<file path="src/rtl/mem_lsu.sv">
// Memory-access stage load/store unit: turns ex/mem load/store operations into
// request/grant/response data-bus transactions and stalls the pipeline until each one completes.
module mem_lsu #(
    parameter int TIMEOUT_CYCLES = 255
) (
    input  logic        clk,
    input  logic        rst,
    input  logic [7:0]  mem_aluop_i,
    input  logic [31:0] mem_addr_i,
    input  logic [31:0] mem_reg2_i,
    input  logic [4:0]  wd_i,
    input  logic        wreg_i,
    input  logic [31:0] wdata_i,
    output logic [4:0]  wd_o,
    output logic        wreg_o,
    output logic [31:0] wdata_o,
    output logic        stallreq_o,
    output logic        misalign_o,
    output logic        bus_err_o,
    output logic        dbus_req_o,
    output logic        dbus_we_o,
    output logic [31:0] dbus_addr_o,
    output logic [3:0]  dbus_be_o,
    output logic [31:0] dbus_wdata_o,
    input  logic        dbus_gnt_i,
    input  logic        dbus_rvalid_i,
    input  logic [31:0] dbus_rdata_i
);

    localparam logic [7:0] EXE_LB  = 8'b1110_0000;
    localparam logic [7:0] EXE_LH  = 8'b1110_0001;
    localparam logic [7:0] EXE_LW  = 8'b1110_0011;
    localparam logic [7:0] EXE_LBU = 8'b1110_0100;
    localparam logic [7:0] EXE_LHU = 8'b1110_0101;
    localparam logic [7:0] EXE_SB  = 8'b1110_1000;
    localparam logic [7:0] EXE_SH  = 8'b1110_1001;
    localparam logic [7:0] EXE_SW  = 8'b1110_1011;

    localparam logic [7:0] TIMEOUT_LAST = 8'(TIMEOUT_CYCLES - 1);

    typedef enum logic [1:0] {IDLE, REQ, WAIT, DONE} state_t;
    typedef enum logic [1:0] {SZ_B, SZ_H, SZ_W} size_t;

    state_t      state;
    logic [7:0]  cnt;
    size_t       ld_size;
    logic        ld_signed;
    logic [1:0]  ld_off;
    logic [31:0] ld_data;
    logic        timed_out;

    logic        is_mem;
    logic        is_store;
    logic        is_signed;
    size_t       size;
    logic        misaligned;
    logic [3:0]  req_be;
    logic [31:0] req_wdata;
    logic [7:0]  rd_byte;
    logic [15:0] rd_half;
    logic [31:0] rd_fmt;

    always_comb begin
        is_mem    = 1'b1;
        is_store  = 1'b0;
        is_signed = 1'b0;
        size      = SZ_W;
        case (mem_aluop_i)
            EXE_LB:  begin size = SZ_B; is_signed = 1'b1; end
            EXE_LH:  begin size = SZ_H; is_signed = 1'b1; end
            EXE_LW:  size = SZ_W;
            EXE_LBU: size = SZ_B;
            EXE_LHU: size = SZ_H;
            EXE_SB:  begin size = SZ_B; is_store = 1'b1; end
            EXE_SH:  begin size = SZ_H; is_store = 1'b1; end
            EXE_SW:  is_store = 1'b1;
            default: is_mem = 1'b0;
        endcase

        misaligned = is_mem && ((size == SZ_H && mem_addr_i[0]) ||
                                (size == SZ_W && mem_addr_i[1:0] != 2'b00));

        // Store data is replicated across lanes so the slave can pick any enabled lane.
        case (size)
            SZ_B: begin
                req_be    = 4'b0001 << mem_addr_i[1:0];
                req_wdata = {4{mem_reg2_i[7:0]}};
            end
            SZ_H: begin
                req_be    = mem_addr_i[1] ? 4'b1100 : 4'b0011;
                req_wdata = {2{mem_reg2_i[15:0]}};
            end
            default: begin
                req_be    = 4'b1111;
                req_wdata = mem_reg2_i;
            end
        endcase
        if (!is_store) req_wdata = '0;
    end

    always_comb begin
        rd_byte = 8'(dbus_rdata_i >> {ld_off, 3'b000});
        rd_half = ld_off[1] ? dbus_rdata_i[31:16] : dbus_rdata_i[15:0];
        case (ld_size)
            SZ_B:    rd_fmt = {{24{ld_signed & rd_byte[7]}}, rd_byte};
            SZ_H:    rd_fmt = {{16{ld_signed & rd_half[15]}}, rd_half};
            default: rd_fmt = dbus_rdata_i;
        endcase
    end

    always_ff @(posedge clk or negedge rst) begin
        if (!rst) begin
            state        <= IDLE;
            cnt          <= '0;
            dbus_req_o   <= 1'b0;
            dbus_we_o    <= 1'b0;
            dbus_addr_o  <= '0;
            dbus_be_o    <= '0;
            dbus_wdata_o <= '0;
            bus_err_o    <= 1'b0;
            ld_size      <= SZ_W;
            ld_signed    <= 1'b0;
            ld_off       <= '0;
            ld_data      <= '0;
            timed_out    <= 1'b0;
        end else begin
            bus_err_o <= 1'b0;
            case (state)
                IDLE: begin
                    if (is_mem && !misaligned) begin
                        state        <= REQ;
                        cnt          <= '0;
                        dbus_req_o   <= 1'b1;
                        dbus_we_o    <= is_store;
                        dbus_addr_o  <= {mem_addr_i[31:2], 2'b00};
                        dbus_be_o    <= req_be;
                        dbus_wdata_o <= req_wdata;
                        ld_size      <= size;
                        ld_signed    <= is_signed;
                        ld_off       <= mem_addr_i[1:0];
                        ld_data      <= '0;
                        timed_out    <= 1'b0;
                    end
                end
                REQ: begin
                    // The cycle budget wins over a grant arriving on its last cycle.
                    if (cnt == TIMEOUT_LAST) begin
                        state      <= DONE;
                        dbus_req_o <= 1'b0;
                        bus_err_o  <= 1'b1;
                        timed_out  <= 1'b1;
                    end else begin
                        cnt <= cnt + 8'd1;
                        if (dbus_gnt_i) begin
                            state      <= WAIT;
                            dbus_req_o <= 1'b0;
                        end
                    end
                end
                WAIT: begin
                    if (dbus_rvalid_i) begin
                        state   <= DONE;
                        ld_data <= dbus_we_o ? 32'd0 : rd_fmt;
                    end else if (cnt == TIMEOUT_LAST) begin
                        state     <= DONE;
                        bus_err_o <= 1'b1;
                        timed_out <= 1'b1;
                    end else begin
                        cnt <= cnt + 8'd1;
                    end
                end
                default: begin
                    state        <= IDLE;
                    dbus_we_o    <= 1'b0;
                    dbus_addr_o  <= '0;
                    dbus_be_o    <= '0;
                    dbus_wdata_o <= '0;
                end
            endcase
        end
    end

    // Pipeline-facing outputs are combinational but forced quiet while reset is held.
    always_comb begin
        wd_o       = '0;
        wreg_o     = 1'b0;
        wdata_o    = '0;
        stallreq_o = 1'b0;
        misalign_o = 1'b0;
        if (rst) begin
            wd_o = wd_i;
            case (state)
                IDLE: begin
                    if (!is_mem) begin
                        wreg_o  = wreg_i;
                        wdata_o = wdata_i;
                    end else if (misaligned) begin
                        misalign_o = 1'b1;
                    end else begin
                        stallreq_o = 1'b1;
                    end
                end
                REQ, WAIT: stallreq_o = 1'b1;
                default: begin
                    wreg_o  = wreg_i && !timed_out;
                    wdata_o = ld_data;
                end
            endcase
        end
    end

endmodule

</file>
<file path="config.mk">
export PLATFORM = sky130hd
export DESIGN_NAME = mem_lsu
export DESIGN_NICKNAME = d
export VERILOG_FILES = /design/src/rtl/mem_lsu.sv
export SDC_FILE = /design/constraint.sdc
export NUM_CORES = 1
export LEC_CHECK = 0
export BUFFER_PORTS_ARGS = -buffer_cell sky130_fd_sc_hd__buf_4
export CORE_AREA = 2 2 101 127
export CTS_CLUSTER_SIZE = 12
export DETAILED_ROUTE_END_ITERATION = 10
export DIE_AREA = 0 0 103 129
export GPL_TIMING_DRIVEN = 1
export PLACE_DENSITY = 0.85
export SYNTH_ARGS = -nofsm -noshare
export SYNTH_HDL_FRONTEND = slang
export SYNTH_SLANG_ARGS = --single-unit
</file>
<file path="constraint.sdc">
create_clock -name clk -period 6.1 [get_ports clk]
set_clock_uncertainty 0.2 [all_clocks]
set_input_delay 1.22 -clock clk [delete_from_list [all_inputs] [get_ports clk]]
set_output_delay 1.22 -clock clk [all_outputs]
set_load 0.02 [all_outputs]
</file>
Word-level counts from Yosys, hierarchy flattened
Cells that the tools add are included.
Storage, ports and cells
  register bits: 119
  latch bits: 0
  bits in writable memories: 0
  memory bits (read-only): 0
  memories kept: 0
Operators by class
  $add $sub $neg: 1
  multipliers: 0
  div/mod/pow operators: 0
  order comparisons: 0
  equal/unequal tests: 19
  shift-type cells: 2
  multiplexer cells: 58
  bitwise operators: 3
  reductions and logical operators: 27
Operator list (number)
  32-bit case mux with 2 select lines: 6
  32-bit 2-to-1 mux: 8
  8-bit equality test, second input constant: 9
  32-bit by 5-bit >> shifter with 8-bit output: 1
  8-bit 2-to-1 mux: 3
  8-bit case mux with 3 select lines: 1
  1-bit 2-to-1 mux: 21
  16-bit 2-to-1 mux: 1
  4-bit case mux with 2 select lines: 2
  3-bit AND reduction: 4
  2-bit 2-to-1 mux: 5
  1-bit case mux with 2 select lines: 5
  3-bit OR reduction: 3
  8-bit by 1-bit adder with 8-bit output, second input constant: 1
  4-bit 2-to-1 mux: 2
  8-bit OR reduction: 1
  2-bit by 1-bit equality test with 1-bit output, second input constant: 3
  2-bit logical NOT: 3
  2-bit != test, second input constant: 3
  3-bit != test, second input constant: 2
  2-bit case mux with 3 select lines: 1
  2-bit nonzero test: 3
  1-bit logical AND: 5
  5-bit 2-to-1 mux: 1
  other kinds (11): 16

Longest topological paths before layout
Gate-level depths: netlist of the first run.
  depth after elaboration: 11
  gate-level depth with buffers: 10
  depth with buffers taken out: 7

Worst setup path after synthesis of the first run
OpenSTA, ideal clock, no wires.
  kind: in2out
  start point: input mem_aluop_i[5]
  end point: output misalign_o
  data arrival time: 2.605 ns
  slack: 2.075 ns
  cell stages on the path: 6
  path through: and4b_1 buf_4 and3_1 buf_2 o2bb2ai_1 nor3b_1
On the way
  word-level cells in the longest chain between the ends: 11
Ends and longest elaborated chain
  from (decl): line 8  | input logic [7:0] mem_aluop_i,
  8-bit equality test: line 68  | case (mem_aluop_i)
  3-bit OR reduction (no line)
  2-bit case mux with 2 select lines: line 68
  2-bit by 1-bit equality test with 1-bit output / 2-bit equality test (equally long branches): line 80, 81
  1-bit logical AND, on equally long branches: line 80, 81
  1-bit logical OR: line 80  | misaligned = is_mem && ((size == SZ_H && mem_addr_i[0]) ||
  1-bit logical AND: line 80
  1-bit 2-to-1 mux: line 197  | end else if (misaligned) begin
  1-bit 2-to-1 mux (*): line 194  | if (!is_mem) begin
  1-bit 2-to-1 mux (*): line 192  | case (state)
  1-bit 2-to-1 mux (*): line 190  | if (rst) begin
  to (decl): line 18  | output logic misalign_o,
Mark *: on every way between the ends. The rest lies on a longest branch, timed or not.

Worst setup path in the final report of the first run
  start point: input mem_aluop_i[4]
  end point: output stallreq_o
On the way
  word-level cells in the longest chain between the ends: 11
Ends and longest elaborated chain
  8-bit equality test: line 68
  3-bit OR reduction (no line)
  2-bit case mux with 2 select lines: line 68
  2-bit by 1-bit equality test with 1-bit output / 2-bit equality test (equally long branches): line 80, 81
  1-bit logical AND, on equally long branches: line 80, 81
  1-bit logical OR: line 80
  1-bit logical AND: line 80
  1-bit 2-to-1 mux: line 197
  1-bit 2-to-1 mux (*): line 194
  1-bit case mux with 2 select lines (*): line 192
  1-bit 2-to-1 mux (*): line 190
  to (decl): line 17  | output logic stallreq_o,
Marked as above.

==> flow_summary_export.csv, run 1 <==
group,metric,value,unit
grt,grt_overflow,0,
placement,postPlaceCellArea,0.00820,mm^2
setup_path,critical_path.slowest_cell,"and4b_1",
drt,post_dr_vias_cell,6.02,
setup_path,family_with_the_most_delay_on_the_worst_path,"simple AND/OR/NAND/NOR gates",
power_and_ir_drop,net-switching-power,1.39,mW
finish,layout_commonest_cell,"buf_4",
placement,post-place-cells,1020,
power_and_ir_drop,ir_drop,0.334,mV
finish,area_delta_synth_final,40.8,%
sta,finalCritPeriodShare,70.9,%
synth,yosysTopAreaCell,"dfrtp_1",
clocking,clock_tree.root_cell,"clkbuf_16",
setup_path,cp.buffers_inverters,2,
synth,synthTopCellsByArea,"dfrtp_1, a22o_1, mux2i_1",
finish,finish.cell_count_without_fillers,1052,
floorplan,die_width,103,um
drt,drt-initial-drc-count,476,
sta,max_slew_headroom_at_the_worst_pin,16.4,%
setup_path,criticalPathCategory,"in2out",
synth,synth.top_cell.area_share,46.4,%
finish,insertedDiodeCount,0,
sta,worst_pin_slew,1.25,ns
synth,synth_flop_type,"dfrtp_1",
synth,synth_seq_area_share,46.8,%
clocking,clkSinkCount,117,
setup_path,crit_path_max_fanout,9,
grt,grt_antenna_before_repair,0,
sta,clock.fmax,231,MHz
sta,finalHoldWorstSlack,0.288,ns
setup_path,worst_ep_arrival_time,2.90,ns
grt,track_usage,30.9,%
floorplan,coreArea,0.0120,mm^2
sta,report.final.hold_viol_count,0,
sta,layout_min_cycle_time,4.32,ns
drt,drc,0,
clocking,path_clk_slew,0.06,ns
finish,multi_input_area,0.00296,mm^2
power_and_ir_drop,p_seq_share,30.6,%
setup_path,critPathCaptureType,"primary output",
placement,place.gp.congestion,0.918,
synth,asyncSetResetFlopFracSynth,100,%
sta,setup_violations,0,
floorplan,die_height,129,um
drt,route.final.wire_length,20700,um
clocking,ctsResizeCount,0,
clocking,cts_hold_repair.buffers,0,
synth,synth.avg_cell_area,9.64,um^2
grt,grt_first_pass_wirelength,31600,um
power_and_ir_drop,power_density,385,mW/mm^2
power_and_ir_drop,internal-power,1.99,mW
sta,rsz0062_at_grt,"no",
floorplan,placementRows,45,
grt,grt_pass1_vias,6128,
setup_path,critical_path_depth,7,
floorplan,initial_core_util,51.9,%
drt,final_antenna_net_count,0,
power_and_ir_drop,netSwitchingFraction,41.1,%
sta,maxSlewViolCount,0,
clocking,clock_latency,0.41,ns
setup_path,critical_path.max_stage_delay,0.46,ns
synth,post_synth_edffs,0,
setup_path,worst_ep_required_time,4.68,ns
hold_path,hold_class,"reg2reg",
synth,yosysWarningCount,0,
power_and_ir_drop,power.leakage,4.40,nW
synth,synthCells,649,
floorplan,fp.dieArea,0.0133,mm^2
finish,layout.cell_area.non_filler,0.00881,mm^2
setup_path,depth_of_the_worst_register_to_register_path,7,
floorplan,io_pins,257,
drt,drt-pass1-iter-count,7,
finish,nFillCells,906,
clocking,tritoncts_clock_tree,"done",
clocking,post_cts_buffers,0,
finish,layout-drive-gt1-share,35.6,%
finish,final_cell_mix,"buf_4, dfrtp_1, nor2_1, a22o_1, nand2_1",
drt,routed_wire_length_per_instance,19.6,um
setup_path,crit_chain,"buf_4 > and4b_1 > nand4_2 > nor2_1 > nor2_1 > nor3_1 > buf_4",
placement,dp_hpwl,14900,um
clocking,cts_buffers,17,
synth,mappedNetlistArea,0.00625,mm^2
finish,sequential_cell_area,0.00293,mm^2
synth,synth-seq-cells,117,
job,drv.max_cap_violation_count,0,
grt,grt_max_degree,56,
hold_path,hold_path_depth,2,
setup_path,critical_path.startpoint_type,"input pin",
synth,netlist-cell-type-count,55,
finish,nNetsFinal,1029,
sta,totalNegativeSetupSlack,0,ns
drt,dr_total_vias,6329,
clocking,level_count_of_the_clock_h_tree,4,
power_and_ir_drop,clkPwrFrac,30.0,%
finish,postLayoutCoreUtil,73.1,%
placement,port_buffers,254,
clocking,max_buffers_root_to_sink,2,
power_and_ir_drop,combPwrFrac,39.3,%
status,outcome,"completed",
-- worst paths after layout --
path	start	to	slack [ns]
setup / recovery	mem_aluop_i[4]	stallreq_o	1.78
hold / removal	ld_data[0]$_DFFE_PN0P_	ld_data[0]$_DFFE_PN0P_	0.29
setup reg to reg	state[0]$_DFFE_PN0P_	ld_data[27]$_DFFE_PN0P_	2.82
hold reg to reg	ld_data[0]$_DFFE_PN0P_	ld_data[0]$_DFFE_PN0P_	0.29
max in group asynchronous	rst	ld_data[30]$_DFFE_PN0P_	4.08
min in group asynchronous	rst	dbus_addr_o[19]$_DFFE_PN0P_	0.56
-- layout make-up --
| cell class | instances | share of cell area (%) |
|---|---|---|
| Clock buffer | 18 | 4.99 |
| Inverter | 37 | 1.58 |
| Sequential cell | 117 | 33.3 |
| Timing Repair Buffer | 263 | 22.4 |
| Tap cell | 164 | 2.33 |
| Clock inverter | 14 | 1.86 |
| Multi-Input combinational cell | 439 | 33.6 |
-- sequential cells by signal, summed over array words and instances (netlist names), 2 cells and up --
signal / cells
dbus_wdata_o: 32
ld_data: 32
dbus_addr_o: 30
cnt: 8
dbus_be_o: 4
ld_off: 2
ld_size: 2
state: 2
-- stage by stage --
stage / power, mW / worst slack [ns]
CTS: 3.38 / 1.79
finish: 3.39 / 1.78
global placement: 2.30 / 1.86
global route: 3.57 / 1.61
detailed placement: 2.35 / 1.80
floorplan: 1.96 / 2.08
-- cells in the mapped netlist (all sizes together), types with 2 or more instances --
| master | count |
|---|---|
| a21boi | 2 |
| a21oi | 37 |
| a221oi | 9 |
| a222oi | 7 |
| a22o | 47 |
| a22oi | 32 |
| a31o | 2 |
| and2 | 6 |
| and3 | 2 |
| and4 | 2 |
| buf | 20 |
| clkbuf | 37 |
| dfrtp | 116 |
| ha | 8 |
| inv | 36 |
| mux2 | 5 |
| mux2i | 26 |
| nand2 | 45 |
| nand2b | 3 |
| nand3 | 7 |
| nand4 | 5 |
| nor2 | 57 |
| nor2b | 6 |
| nor3 | 5 |
| nor3b | 2 |
| o211ai | 2 |
| o21ai | 52 |
| o21bai | 3 |
| o22ai | 10 |
| o2bb2ai | 19 |
| o31ai | 24 |
| o41ai | 2 |
-- logic make-up (layout without fill, tap and decap cells) --
family          after synthesis  after routing  synth area share (%)
compound gates              254            254                  29.2
fa+ha+maj                     8              8                  1.60
buf+inv                      94            332                  6.46
flops                       117            117                  46.8
mux                          32             32                  5.42
other cells                   1              2                0.0600
simple gates                143            143                  10.4
-- metal layers --
layer  track usage (%)  vias up  wire length, um
li1                  -     2846                -
met3              9.61       45             2130
met2              52.8      364            10400
met1              36.6     3074             7600
met5                 0        -                0
met4              10.8        0              573
-- power groups by stage --
stage | logic (mW) | registers (mW) | clock network (mW)
final | 1.33 | 1.04 | 1.02
after global routing | 1.45 | 1.05 | 1.07
after CTS | 1.32 | 1.03 | 1.03
after detailed placement | 1.31 | 1.04 | 0
after global placement | 1.26 | 1.04 | 0
after floorplan | 0.953 | 1.00 | 0
-- worst min-delay path: cells and delay by family, from the launching register on --
kind / cells / cell delay (ns)
DFF: 1 / 0.35
and+or+nand+nor: 1 / 0.05
AOI/OAI and AO/OA: 1 / 0.05
Power figures use the tool's default switching activity.
==> run 2: changes to the inputs <==
Settings changed: ABC_AREA set to 1, CORE_AREA 2 2 101 127 to 2 2 114 144, DIE_AREA 0 0 103 129 to 0 0 116 146, PLACE_DENSITY 0.85 to 0.76.
Clock period 6.1 ns to 3.7 ns, I/O delays scaled along.
==> flow_summary_export.csv, run 2 <==
group,metric,value,unit
setup_path,critical_path.startpoint_type,"input pin",
synth,synth_fa_ha_area_share,1.46,%
sta,rsz0062_at_grt,"no",
floorplan,placementRows,51,
synth,synthXorXnorAreaFrac,0,%
finish,layout.cell_area.non_filler,0.00957,mm^2
drt,top_metal_used,"met4",
setup_path,crit_path_max_fanout,16,
hold_path,hold_class,"reg2reg",
drt,post_dr_vias_cell,5.07,
floorplan,coreArea,0.0154,mm^2
drt,drc,0,
drt,dr_total_vias,7408,
synth,synthCells,1002,
floorplan,die_width,116,um
synth,synthTopCellsByArea,"dfrtp_1, nand2_1, o21ai_0",
sta,totalNegativeSetupSlack,0,ns
grt,track_usage,25.1,%
grt,grt_antenna_before_repair,0,
synth,synth_simple_gate_area_share,39.5,%
finish,reg.largest.list,"dbus_wdata_o (32), ld_data (32), dbus_addr_o (30)",
grt,grt_overflow,0,
sta,clock.fmax,280,MHz
sta,finalCritPeriodShare,96.4,%
clocking,clock_tree.root_cell,"clkbuf_16",
power_and_ir_drop,power_density,578,mW/mm^2
drt,met1_length,8810,um
synth,share_of_the_synthesized_area_in_compound_gates_ao_oa_aoi_oai,8.66,%
synth,yosys.cell_count.top_type,"nand2_1",
power_and_ir_drop,ir_drop,0.281,mV
synth,synth_top_family_by_area,"simple AND/OR/NAND/NOR gates",
setup_path,critPathCaptureType,"primary output",
finish,area_delta_synth_final,39.1,%
synth,yosysTopAreaCell,"dfrtp_1",
sta,setup_violations,0,
drt,drt-initial-drc-count,454,
drt,route.met3.wl,1600,um
sta,max_slew_headroom_at_the_worst_pin,32.9,%
synth,synth.avg_cell_area,6.86,um^2
sta,layout_min_cycle_time,3.57,ns
synth,synth_flop_type,"dfrtp_1",
sta,report.final.hold_viol_count,0,
synth,synth.top_cell.area_share,42.2,%
finish,insertedDiodeCount,0,
clocking,cts_buffers,17,
floorplan,initial_core_util,44.5,%
finish,layout-drive-gt1-share,25.8,%
synth,ys_top_cells_by_count,"nand2_1, dfrtp_1, nor2_1",
drt,final_antenna_net_count,0,
placement,port_buffers,254,
sta,worst_pin_slew,1.01,ns
floorplan,io_pins,257,
drt,routed_wire_length_per_instance,15.2,um
power_and_ir_drop,power.leakage,5.05,nW
clocking,clock_latency,0.41,ns
setup_path,criticalPathCategory,"in2out",
clocking,tritoncts_clock_tree,"done",
finish,final_cell_mix,"nand2_1, buf_4, dfrtp_1, nor2_1, inv_1",
floorplan,fp.dieArea,0.0169,mm^2
setup_path,worst_ep_arrival_time,2.63,ns
synth,mappedNetlistArea,0.00688,mm^2
placement,postPlaceCellArea,0.00889,mm^2
synth,netlist-cell-type-count,31,
grt,grt_pass1_vias,6788,
synth,yosysWarningCount,0,
synth,synth-seq-cells,117,
job,drv.max_cap_violation_count,0,
clocking,level_count_of_the_clock_h_tree,4,
placement,dp_hpwl,15700,um
synth,asyncSetResetFlopFracSynth,100,%
placement,place.gp.congestion,0.911,
clocking,path_clk_slew,0.05,ns
finish,layout_commonest_cell,"nand2_1",
clocking,max_buffers_root_to_sink,2,
synth,muxShareOfSynthArea,0,%
synth,synth_seq_area_share,42.6,%
sta,maxSlewViolCount,0,
status,outcome,"completed",
drt,drt-pass1-iter-count,5,
grt,grt_max_degree,79,
drt,wl_met2,11300,um
synth,post_synth_edffs,0,
floorplan,die_height,146,um
drt,route.final.wire_length,22100,um
clocking,clkSinkCount,117,
grt,grt_first_pass_wirelength,33700,um
setup_path,worst_ep_required_time,2.76,ns
finish,nNetsFinal,1391,
## run 2: timing repair
action / in CTS / in global routing
gates resized for setup: 0 / 1
endpoints found under the setup margin: 0 / 32
hold buffers: 1 / 0
buffers inserted: 0 / 1
hold endpoints to repair: 2 / 0
## run 2: layer usage
layer	track usage, %	vias to the layer above
li1	-	3659
met5	0	-
met4	8.39	0
met3	6.54	32
met2	43.4	297
met1	30.0	3420
## run 2: cells by family (layout without fill, tap and decap cells)
group / Yosys count / count (layout)
fa+ha+maj: 8 / 8
flops: 117 / 117
simple gates: 639 / 640
other cells: 1 / 2
buf+inv: 120 / 364
compound gates: 117 / 117
## run 2: power by group
| group | internal [mW] | switching [mW] |
|---|---|---|
| Sequential | 1.42 | 0.124 |
| Combinational | 0.690 | 1.51 |
| Clock | 1.20 | 0.576 |
| Total | 3.32 | 2.21 |
## run 2: cell type report
| type | count | area [um^2] |
|---|---|---|
| clock inverters | 10 | 180 |
| clock buffers | 20 | 447 |
| fillers | 1450 | 5870 |
| flip-flops and latches | 117 | 2930 |
| inverters | 62 | 233 |
| well taps | 212 | 265 |
| repair buffers | 272 | 2070 |
| multi-input cells | 767 | 3440 |
## run 2: worst max-delay path: stages
cell	delay, ns
buf_4	0.11
nand2_1	0.12
nor2_4	0.07
nand2_1	0.09
nand3_1	0.37
nor3_4	0.70
nand2_1	0.11
a21oi_1	0.16
buf_4	0.16
## run 2: final timing paths
kind	start	to	cells past startpoint	slack (ns)
setup / recovery	mem_aluop_i[6]	wdata_o[21]	9	0.13
hold / removal	dbus_addr_o[23]$_DFFE_PN0P_	dbus_addr_o[23]$_DFFE_PN0P_	2	0.27
setup reg to reg	ld_off[1]$_DFFE_PN0P_	ld_data[26]$_DFFE_PN0P_	9	1.18
hold reg to reg	dbus_addr_o[23]$_DFFE_PN0P_	dbus_addr_o[23]$_DFFE_PN0P_	2	0.27
max in group asynchronous	rst	ld_data[19]$_DFFE_PN0P_	4	1.06
min in group asynchronous	rst	dbus_req_o$_DFFE_PN0P_	2	0.49
## run 2: stage by stage
stage	utilization [%]	setup WS [ns]	hold slack (ns)	total power [mW]	std cells
5_1_grt	62.0	0.0337	0.287	5.89	1460
6_report	62.0	0.132	0.270	5.53	1460
3_3_place_gp	57.6	0.166	0.255	3.67	1427
3_5_place_dp	57.6	0.0521	0.259	3.69	1427
2_1_floorplan	-	0.798	0.244	3.09	1003
4_1_cts	61.7	0.0464	0.273	5.49	1458
==> run 3: changes to the inputs <==
Settings changed: MAX_ROUTING_LAYER set to met4.
==> flow_summary_export.csv, run 3 (synthesized netlist as in run 2, its figures left out) <==
group,metric,value,unit
floorplan,coreArea,0.0154,mm^2
clocking,path_clk_slew,0.05,ns
grt,track_usage,25.8,%
floorplan,placementRows,51,
sta,clock.fmax,282,MHz
setup_path,critical_path.startpoint_type,"input pin",
floorplan,fp.dieArea,0.0169,mm^2
placement,place.gp.congestion,0.927,
setup_path,worst_ep_required_time,2.76,ns
power_and_ir_drop,power.leakage,5.05,nW
placement,dp_hpwl,15700,um
power_and_ir_drop,p_seq_share,28.0,%
sta,rsz0062_at_grt,"no",
finish,insertedDiodeCount,0,
sta,finalCritPeriodShare,96.0,%
placement,postPlaceCellArea,0.00889,mm^2
finish,area_delta_synth_final,39.1,%
grt,grt_antenna_before_repair,0,
finish,reg.largest.list,"dbus_wdata_o (32), ld_data (32), dbus_addr_o (30)",
grt,grt_pass1_vias,6798,
floorplan,die_width,116,um
drt,route.final.wire_length,22200,um
power_and_ir_drop,netSwitchingFraction,40.1,%
setup_path,worst_ep_arrival_time,2.61,ns
grt,grt_first_pass_wirelength,33700,um
finish,layout_commonest_cell,"nand2_1",
clocking,clock_tree.root_cell,"clkbuf_16",
sta,report.final.hold_viol_count,0,
setup_path,crit_path_max_fanout,16,
setup_path,critPathCaptureType,"primary output",
finish,final_cell_mix,"nand2_1, buf_4, dfrtp_1, nor2_1, inv_1",
clocking,tritoncts_clock_tree,"done",
power_and_ir_drop,power_density,578,mW/mm^2
drt,drc,0,
sta,setup_violations,0,
sta,max_slew_headroom_at_the_worst_pin,33.0,%
status,outcome,"completed",
drt,post_dr_vias_cell,5.09,
finish,layout-drive-gt1-share,25.8,%
sta,maxSlewViolCount,0,
drt,routed_wire_length_per_instance,15.2,um
floorplan,io_pins,257,
setup_path,criticalPathCategory,"in2out",
floorplan,initial_core_util,44.5,%
placement,port_buffers,254,
power_and_ir_drop,ir_drop,0.282,mV
clocking,max_buffers_root_to_sink,2,
grt,grt_overflow,0,
clocking,cts_buffers,17,
power_and_ir_drop,combPwrFrac,39.9,%
sta,totalNegativeSetupSlack,0,ns
drt,drt-pass1-iter-count,5,
floorplan,die_height,146,um
finish,layout.cell_area.non_filler,0.00957,mm^2
clocking,clkSinkCount,117,
drt,dr_total_vias,7434,
grt,grt_max_degree,79,
drt,drt-initial-drc-count,525,
power_and_ir_drop,internal-power,3.32,mW
power_and_ir_drop,net-switching-power,2.22,mW
clocking,clock_latency,0.41,ns
finish,postLayoutCoreUtil,62.0,%
drt,final_antenna_net_count,0,
power_and_ir_drop,clkPwrFrac,32.1,%
finish,nNetsFinal,1391,
sta,layout_min_cycle_time,3.55,ns
job,drv.max_cap_violation_count,0,
sta,fin_ws,0.149,ns
clocking,level_count_of_the_clock_h_tree,4,
placement,dpl_worst_slack,0.0521,ns
sta,worst_pin_slew,1.00,ns
hold_path,hold_class,"reg2reg",
-- run 3: cell counts in the layout (fill, tap and decap cells not counted) --
No cell type changed its count.
-- run 3: metal layers --
metal  track usage, %  routed length (um)
met3             5.41                1520
met4             8.39                 452
met5                -                   0
met2             43.2               11200
met1             30.9                8970
-- run 3: what timing repair did --
| item | 4_1_cts | 5_1_grt |
|---|---|---|
| buffers inserted | 0 | 1 |
| hold buffers | 1 | 0 |
| endpoints found under the hold margin | 2 | 0 |
| resized for setup | 0 | 1 |
| endpoints found under the setup margin | 0 | 32 |
-- run 3: worst max-delay path, cell delays in order --
cell	delay (ns)
buf_4	0.11
nand2_1	0.12
nor2_4	0.07
nand2_1	0.09
nand3_1	0.37
nor3_4	0.69
nand2_1	0.11
a21oi_1	0.16
buf_4	0.16
-- run 3: stage by stage --
stage / instances / hold WS [ns] / power (mW)
after floorplan: 1003 / 0.244 / 3.09
after global placement: 1427 / 0.255 / 3.67
after detailed placement: 1427 / 0.259 / 3.69
after CTS: 1458 / 0.273 / 5.49
after global routing: 1460 / 0.287 / 5.88
final: 1460 / 0.270 / 5.53
-- run 3: cell type report --
cell class,count,area [um^2]
Inverter,62,233
Fill cell,1450,5870
Tap cell,212,265
Timing Repair Buffer,272,2070
Sequential cell,117,2930
Clock buffer,20,447
Multi-Input combinational cell,767,3440
Clock inverter,10,180
-- run 3: final timing paths --
check                                       startpoint                          end  slack (ns)  depth (start not counted)
min in group asynchronous                          rst          bus_err_o$_DFF_PN0_        0.49                          2
hold reg to reg            dbus_addr_o[23]$_DFFE_PN0P_  dbus_addr_o[23]$_DFFE_PN0P_        0.27                          2
setup / recovery                        mem_aluop_i[6]                  wdata_o[21]        0.15                          9
hold / removal             dbus_addr_o[23]$_DFFE_PN0P_  dbus_addr_o[23]$_DFFE_PN0P_        0.27                          2
setup reg to reg                 ld_off[1]$_DFFE_PN0P_      ld_data[26]$_DFFE_PN0P_        1.17                          9
max in group asynchronous                          rst  dbus_addr_o[22]$_DFFE_PN0P_        1.05                          4
-- run 3: power groups by stage --
stage               combinational [mW]  sequential (mW)  clock, mW
floorplan                         1.54             1.56          0
global placement                  2.11             1.56          0
detailed placement                2.13             1.57          0
CTS                               2.14             1.55       1.81
global route                      2.44             1.57       1.87
finish                            2.21             1.55       1.78
